==> src/rtl/riscv_lsu.sv <==
// Load/store unit: one handshaked bus transaction per load/store, with store lane
// replication, byte enables, load alignment/extension, misalign and timeout detection.
module riscv_lsu #(
  parameter int BUS_TIMEOUT = 16
) (
  input  logic        i_clk,
  input  logic        i_rst,
  input  logic        i_lsu_valid,
  input  logic        i_lsu_wr_en,
  input  logic [3:0]  i_lsu_byte_sel,
  input  logic [2:0]  i_lsu_funct3,
  input  logic [31:0] i_lsu_addr,
  input  logic [31:0] i_lsu_wdata,
  output logic [31:0] o_lsu_rdata,
  output logic        o_lsu_stall,
  output logic        o_lsu_done,
  output logic        o_lsu_misalign,
  output logic        o_lsu_err,
  output logic        o_lsu_bus_req,
  output logic        o_lsu_bus_we,
  output logic [31:0] o_lsu_bus_addr,
  output logic [3:0]  o_lsu_bus_be,
  output logic [31:0] o_lsu_bus_wdata,
  input  logic        i_lsu_bus_ack,
  input  logic [31:0] i_lsu_bus_rdata
);
  // state  | meaning
  // S_IDLE | waiting for a load/store; decides aligned vs misaligned
  // S_REQ  | bus request outstanding, counting cycles toward timeout
  // S_DONE | one-cycle completion pulse, core advances on this edge
  typedef enum logic [1:0] {S_IDLE, S_REQ, S_DONE} state_t;

  state_t      r_state;
  logic [7:0]  r_cnt;
  logic [1:0]  r_off;
  logic [2:0]  r_funct3;
  logic [31:0] r_rdata;
  logic        r_done;
  logic        r_misalign;
  logic        r_err;
  logic        r_req;
  logic        r_we;
  logic [31:0] r_addr;
  logic [3:0]  r_be;
  logic [31:0] r_wdata;

  logic        w_misalign;
  logic [3:0]  w_be;
  logic [31:0] w_wdata;
  logic [31:0] w_shift;
  logic [31:0] w_ldata;

  assign w_misalign = ((i_lsu_byte_sel == 4'b0011) && i_lsu_addr[0]) ||
                      ((i_lsu_byte_sel == 4'b1111) && (i_lsu_addr[1:0] != 2'b00));
  assign w_be = 4'(i_lsu_byte_sel << i_lsu_addr[1:0]);

  always_comb begin
    w_wdata = i_lsu_wdata;
    case (i_lsu_byte_sel)
      4'b0001: w_wdata = {4{i_lsu_wdata[7:0]}};
      4'b0011: w_wdata = {2{i_lsu_wdata[15:0]}};
      default: w_wdata = i_lsu_wdata;
    endcase
  end

  // Alignment uses the offset/funct3 latched at request time, not the live inputs.
  assign w_shift = i_lsu_bus_rdata >> {r_off, 3'b000};

  always_comb begin
    w_ldata = w_shift;
    case (r_funct3)
      3'b000:  w_ldata = {{24{w_shift[7]}}, w_shift[7:0]};
      3'b001:  w_ldata = {{16{w_shift[15]}}, w_shift[15:0]};
      3'b100:  w_ldata = {24'b0, w_shift[7:0]};
      3'b101:  w_ldata = {16'b0, w_shift[15:0]};
      default: w_ldata = w_shift;
    endcase
  end

  always_ff @(posedge i_clk) begin
    if (i_rst) begin
      r_state    <= S_IDLE;
      r_cnt      <= 8'd0;
      r_off      <= 2'd0;
      r_funct3   <= 3'd0;
      r_rdata    <= 32'd0;
      r_done     <= 1'b0;
      r_misalign <= 1'b0;
      r_err      <= 1'b0;
      r_req      <= 1'b0;
      r_we       <= 1'b0;
      r_addr     <= 32'd0;
      r_be       <= 4'd0;
      r_wdata    <= 32'd0;
    end else begin
      r_done     <= 1'b0;
      r_misalign <= 1'b0;
      r_err      <= 1'b0;
      case (r_state)
        S_IDLE: begin
          if (i_lsu_valid) begin
            if (w_misalign) begin
              r_state    <= S_DONE;
              r_done     <= 1'b1;
              r_misalign <= 1'b1;
              r_rdata    <= 32'd0;
            end else begin
              r_state  <= S_REQ;
              r_req    <= 1'b1;
              r_we     <= i_lsu_wr_en;
              r_addr   <= {i_lsu_addr[31:2], 2'b00};
              r_be     <= w_be;
              r_wdata  <= w_wdata;
              r_off    <= i_lsu_addr[1:0];
              r_funct3 <= i_lsu_funct3;
              r_cnt    <= 8'd0;
            end
          end
        end
        S_REQ: begin
          if (i_lsu_bus_ack) begin
            r_state <= S_DONE;
            r_req   <= 1'b0;
            r_done  <= 1'b1;
            if (!r_we) r_rdata <= w_ldata;
          end else if (r_cnt == 8'(BUS_TIMEOUT - 1)) begin
            r_state <= S_DONE;
            r_req   <= 1'b0;
            r_done  <= 1'b1;
            r_err   <= 1'b1;
            r_rdata <= 32'd0;
          end else begin
            r_cnt <= r_cnt + 8'd1;
          end
        end
        S_DONE:  r_state <= S_IDLE;
        default: r_state <= S_IDLE;
      endcase
    end
  end

  assign o_lsu_stall     = i_lsu_valid && !r_done;
  assign o_lsu_done      = r_done;
  assign o_lsu_misalign  = r_misalign;
  assign o_lsu_err       = r_err;
  assign o_lsu_rdata     = r_rdata;
  assign o_lsu_bus_req   = r_req;
  assign o_lsu_bus_we    = r_we;
  assign o_lsu_bus_addr  = r_addr;
  assign o_lsu_bus_be    = r_be;
  assign o_lsu_bus_wdata = r_wdata;
endmodule

==> config.mk <==
export PLATFORM = sky130hd
export DESIGN_NAME = riscv_lsu
export DESIGN_NICKNAME = d
export VERILOG_FILES = /design/src/rtl/riscv_lsu.sv
export SDC_FILE = /design/constraint.sdc
export NUM_CORES = 1
export LEC_CHECK = 0
export CORE_ASPECT_RATIO = 1.4
export CORE_MARGIN = 5
export CORE_UTILIZATION = 46
export CTS_BUF_LIST = sky130_fd_sc_hd__clkbuf_4 sky130_fd_sc_hd__clkbuf_8
export CTS_CLUSTER_DIAMETER = 120
export DETAILED_ROUTE_END_ITERATION = 10
export PLACE_DENSITY = 0.82
export SKIP_CTS_REPAIR_TIMING = 1
export SYNTH_ARGS = -nofsm -noshare
export SYNTH_HDL_FRONTEND = slang
export SYNTH_SLANG_ARGS = --single-unit
export TNS_END_PERCENT = 100
==> constraint.sdc <==
create_clock -name i_clk -period 2.8 [get_ports i_clk]
set_clock_uncertainty 0.15 [all_clocks]
set_input_delay 0.56 -clock i_clk [delete_from_list [all_inputs] [get_ports i_clk]]
set_output_delay 0.56 -clock i_clk [all_outputs]
set_load 0.02 [all_outputs]
==> impl.org <==
** Critical path
- For the worst setup path, the data arrival time is 1.83 ns.
- Critical Path RT :: 2.09 ns
- Type of destination of the critical path :: output port
- Worst-case reg-to-reg path depth :: 4
- Across all register-to-register paths, the minimum setup slack is 0.60 ns.
- Startpoint Class :: input port
- In this run the critical register-to-register path is launched from r_cnt[4].
- The worst register-to-register path ends at o_lsu_rdata[14].
- Critical path class :: in2out
- In this run the worst path has a maximum fanout of 3.

** Yosys
- Synthesized area per cell :: 9.26 um^2
- Share of synthesized area spent on multiplexers :: 0.226
- Among all flip-flop cells after synthesis, the most frequent one is dfxtp_1.
- The synthesized design contains 0 enable-type register cells.
- By area, the combinational part of the netlist is dominated by multiplexers.
- The most common cell in the synthesized netlist is nand2_1.
- The post-synthesis compound-gate area fraction was 0.114.
- Sequential cell area fraction in the yosys report :: 0.413
- Flops & latches, synth :: 118
- The synthesized design spends more area on one cell type than any other, namely dfxtp_1.
- Of the total synthesized cell area, the portion taken by XOR and XNOR cells is 0.00920.
- The synthesized netlist occupies a cell area of 0.00571 mm^2.
- Number of cells produced by synthesis :: 617
- Top cells by count, synth :: nand2_1 (171), dfxtp_1 (118), mux2i_1 (100), o211ai_1 (28), mux2_2 (21)
- By area the synthesized netlist is led by dfxtp_1 (41%), mux2i_1 (18%), nand2_1 (11%).
- Of the total synthesized cell area, the portion taken by AND, OR, NAND and NOR gates is 0.167.
- Share of the synthesized area in the top cell type :: 0.413
- Synth async-reset ratio :: 0
- Adder and majority gate portion of the synthesized area :: 0.00219
- Library cells used by synthesis :: 58
- During synthesis, Yosys emitted a total of 0 warnings.

** STA
- The number of failing hold endpoints at the final stage is 0.
- The number of pins exceeding their max-slew limit in the final report was 0.
- Max Clk Rate :: 394 MHz
- RSZ-0062 raised after global routing :: no
- Total Negative Setup Slacks :: 0 ns
- In this run the tightest slew margin relative to its limit is 0.448.
- The worst path needs 2.54 ns of the cycle, external delays included.
- Across all setup checks in the final design, the least slack found is 0.264 ns.
- Smallest hold slack :: 0.309 ns
- Worst Tran Pin Value :: 0.828 ns
- Count of final setup violators :: 0
- Dividing the final minimum period by the clock period gives 0.906.

** Job
- Total of max-cap violations :: 0

** Power
- Power comes to 4.73 mW.
- Maximum vdd ir drop :: 0.000340 V
- Pleak :: 3.21 nW
- Dividing total power by cell area gives a power density of 562 mW/mm^2.

** Place
- The congestion estimate from routability-driven global placement came to 0.948.
- OpenSTA, run right after detailed placement, puts the worst setup slack at 0.0588 ns.
- I/O Buffers :: 211
- Instance area at placement :: 0.00795 mm^2
- The number of placed instances, taps included, is 950.
- Sum of net half-perimeters after detailed placement :: 13.3 mm

** Layout
- Fin util :: 0.687
- Of the cells placed in the final design, the portion with a size suffix greater than 1 is 0.108.
- Fill cells in the final layout number 982.
- The finished layout holds 982 standard cells, fillers aside.
- Antenna cell count :: 0
- Total non-filler cell area in the finished layout :: 0.00842 mm^2
- Compared with the post-synthesis result, the final layout area differs by 47.3%.
- Nets@finish :: 928

** Clock tree
- The clock tree synthesis step divided the H-tree into 4 levels.
- In this run the deepest clock path goes through 2 buffers.
- Number of clock buffers inserted by TritonCTS :: 17
- After clock tree synthesis, the clock-pin slew on the worst setup and hold paths is 0.07 ns.
- The tree is rooted in a clkbuf_8.
- TritonCTS built the clock tree.
- For the worst-skew pair, the clock arrives at the later sink with an insertion delay of 0.42 ns.
- The tree built by TritonCTS fans out to 118 sinks.

** Floorplanning
- From bottom edge to top edge, the die measures 142 um.
- Initial cell density of the core :: 0.466
- Row Count :: 48
- The die is 104 um wide.
- IO Pins :: 214
- Die Area :: 0.0148 mm^2
- The floorplan step defined a core boundary enclosing 0.0123 mm^2.

** Global route
- Global-route total usage across every layer :: 0.233
- The initial antenna violation count is 0.
- First-pass GRT wire length :: 28.0 mm
- The via count of the first global-routing pass came to 5,546.
- Global route overflow :: 0
- Entering global routing, the biggest net connects 86 pins.

** Routing
- Number of design-rule violations left by the first detailed-router iteration :: 191
- Number of vias in the routed layout :: 5,421
- The first TritonRoute pass finished after 5 iterations.
- After detailed routing, the total wire length is 17.6 mm.
- DRC viols :: 0
- Using the TritonRoute via totals, the vias-per-cell ratio works out to 5.52.
- Count of antenna-violating nets left after detailed routing :: 0
- In the final routed layout, each cell accounts on average for 18.0 um.

** Min path
- The startpoint identified for the worst hold timing path is o_lsu_bus_wdata[16].
- The worst hold path belongs to the class reg2reg.
- For hold timing, the worst endpoint is o_lsu_bus_wdata[16].
- The worst hold path passes through 2 cells.

** Status
- Outcome :: completed
-- cell usage in the layout (no fill, tap or decap), types with 7 or more instances in the layout --
cell type          n
o221ai_1           8
clkdlybuf4s50_1  211
dfxtp_1          118
nand2_1          171
mux2_2            21
a221oi_1           7
inv_1             15
mux2i_1          100
clkbuf_8          17
o211ai_1          28
o32ai_1            9
buf_4             19
o311ai_1           7
-- sequential cells by signal, indices dropped and copies added, names as in the netlist --
| name | count |
|---|---|
| r_funct3 | 3 |
| o_lsu_bus_we | 1 |
| o_lsu_misalign | 1 |
| r_state | 2 |
| o_lsu_err | 1 |
| o_lsu_bus_req | 1 |
| r_cnt | 8 |
| o_lsu_bus_be | 4 |
| o_lsu_rdata | 32 |
| r_off | 2 |
| o_lsu_done | 1 |
| o_lsu_bus_wdata | 32 |
| o_lsu_bus_addr | 30 |
-- worst max path at each step --
stage / slack, ns / startpoint / to
global placement: 0.12 / i_lsu_byte_sel[2] / o_lsu_bus_addr[25]
floorplan: 0.72 / i_rst / o_lsu_rdata[28]
CTS: 0.25 / i_lsu_valid / o_lsu_stall
detailed placement: 0.06 / i_lsu_byte_sel[2] / o_lsu_bus_addr[25]
finish: 0.26 / i_lsu_valid / o_lsu_stall
global route: 0.23 / i_lsu_valid / o_lsu_stall
-- report_power, final --
part / total, mW / leakage (nW) / internal (mW) / switching [mW]
Combinational: 1.03 / 2.02 / 0.520 / 0.508
Sequential: 1.86 / 0.964 / 1.79 / 0.0685
Clock: 1.85 / 0.232 / 1.15 / 0.698
-- worst max-delay path, stage by stage --
cell and delay [ns]:
clkdlybuf4s50_1 0.51, nor2b_1 0.15, clkdlybuf4s50_1 0.61
-- metal layers --
metal / track usage / up-vias / share of wire
met1: 0.244 / 2566 / 0.37
met3: 0.0874 / 40 / 0.087
met4: 0.0982 / 0 / 0.032
met5: 0 / - / 0
met2: 0.416 / 249 / 0.51
li1: - / 2566 / -
-- area by class of cell --
class                      count  area (um^2)  share of cell area
timing repair buffer         234         2330               0.277
inverter                      17         66.3             0.00788
multi-input combinational    431         2990               0.356
clock inverter                14          231              0.0275
clock buffer                  18          241              0.0287
tap                          150          188              0.0223
sequential                   118         2360               0.281
-- logic make-up after synthesis --
| family | after synthesis |
|---|---|
| and+or+nand+nor | 219 |
| muxes | 125 |
| DFF | 118 |
| AOI/OAI and AO/OA | 78 |
| buffers and inverters | 69 |
| xor gates and xnor gates | 6 |
| adders and majority gates | 1 |
| other | 1 |
(Power assumes the default switching activity.)
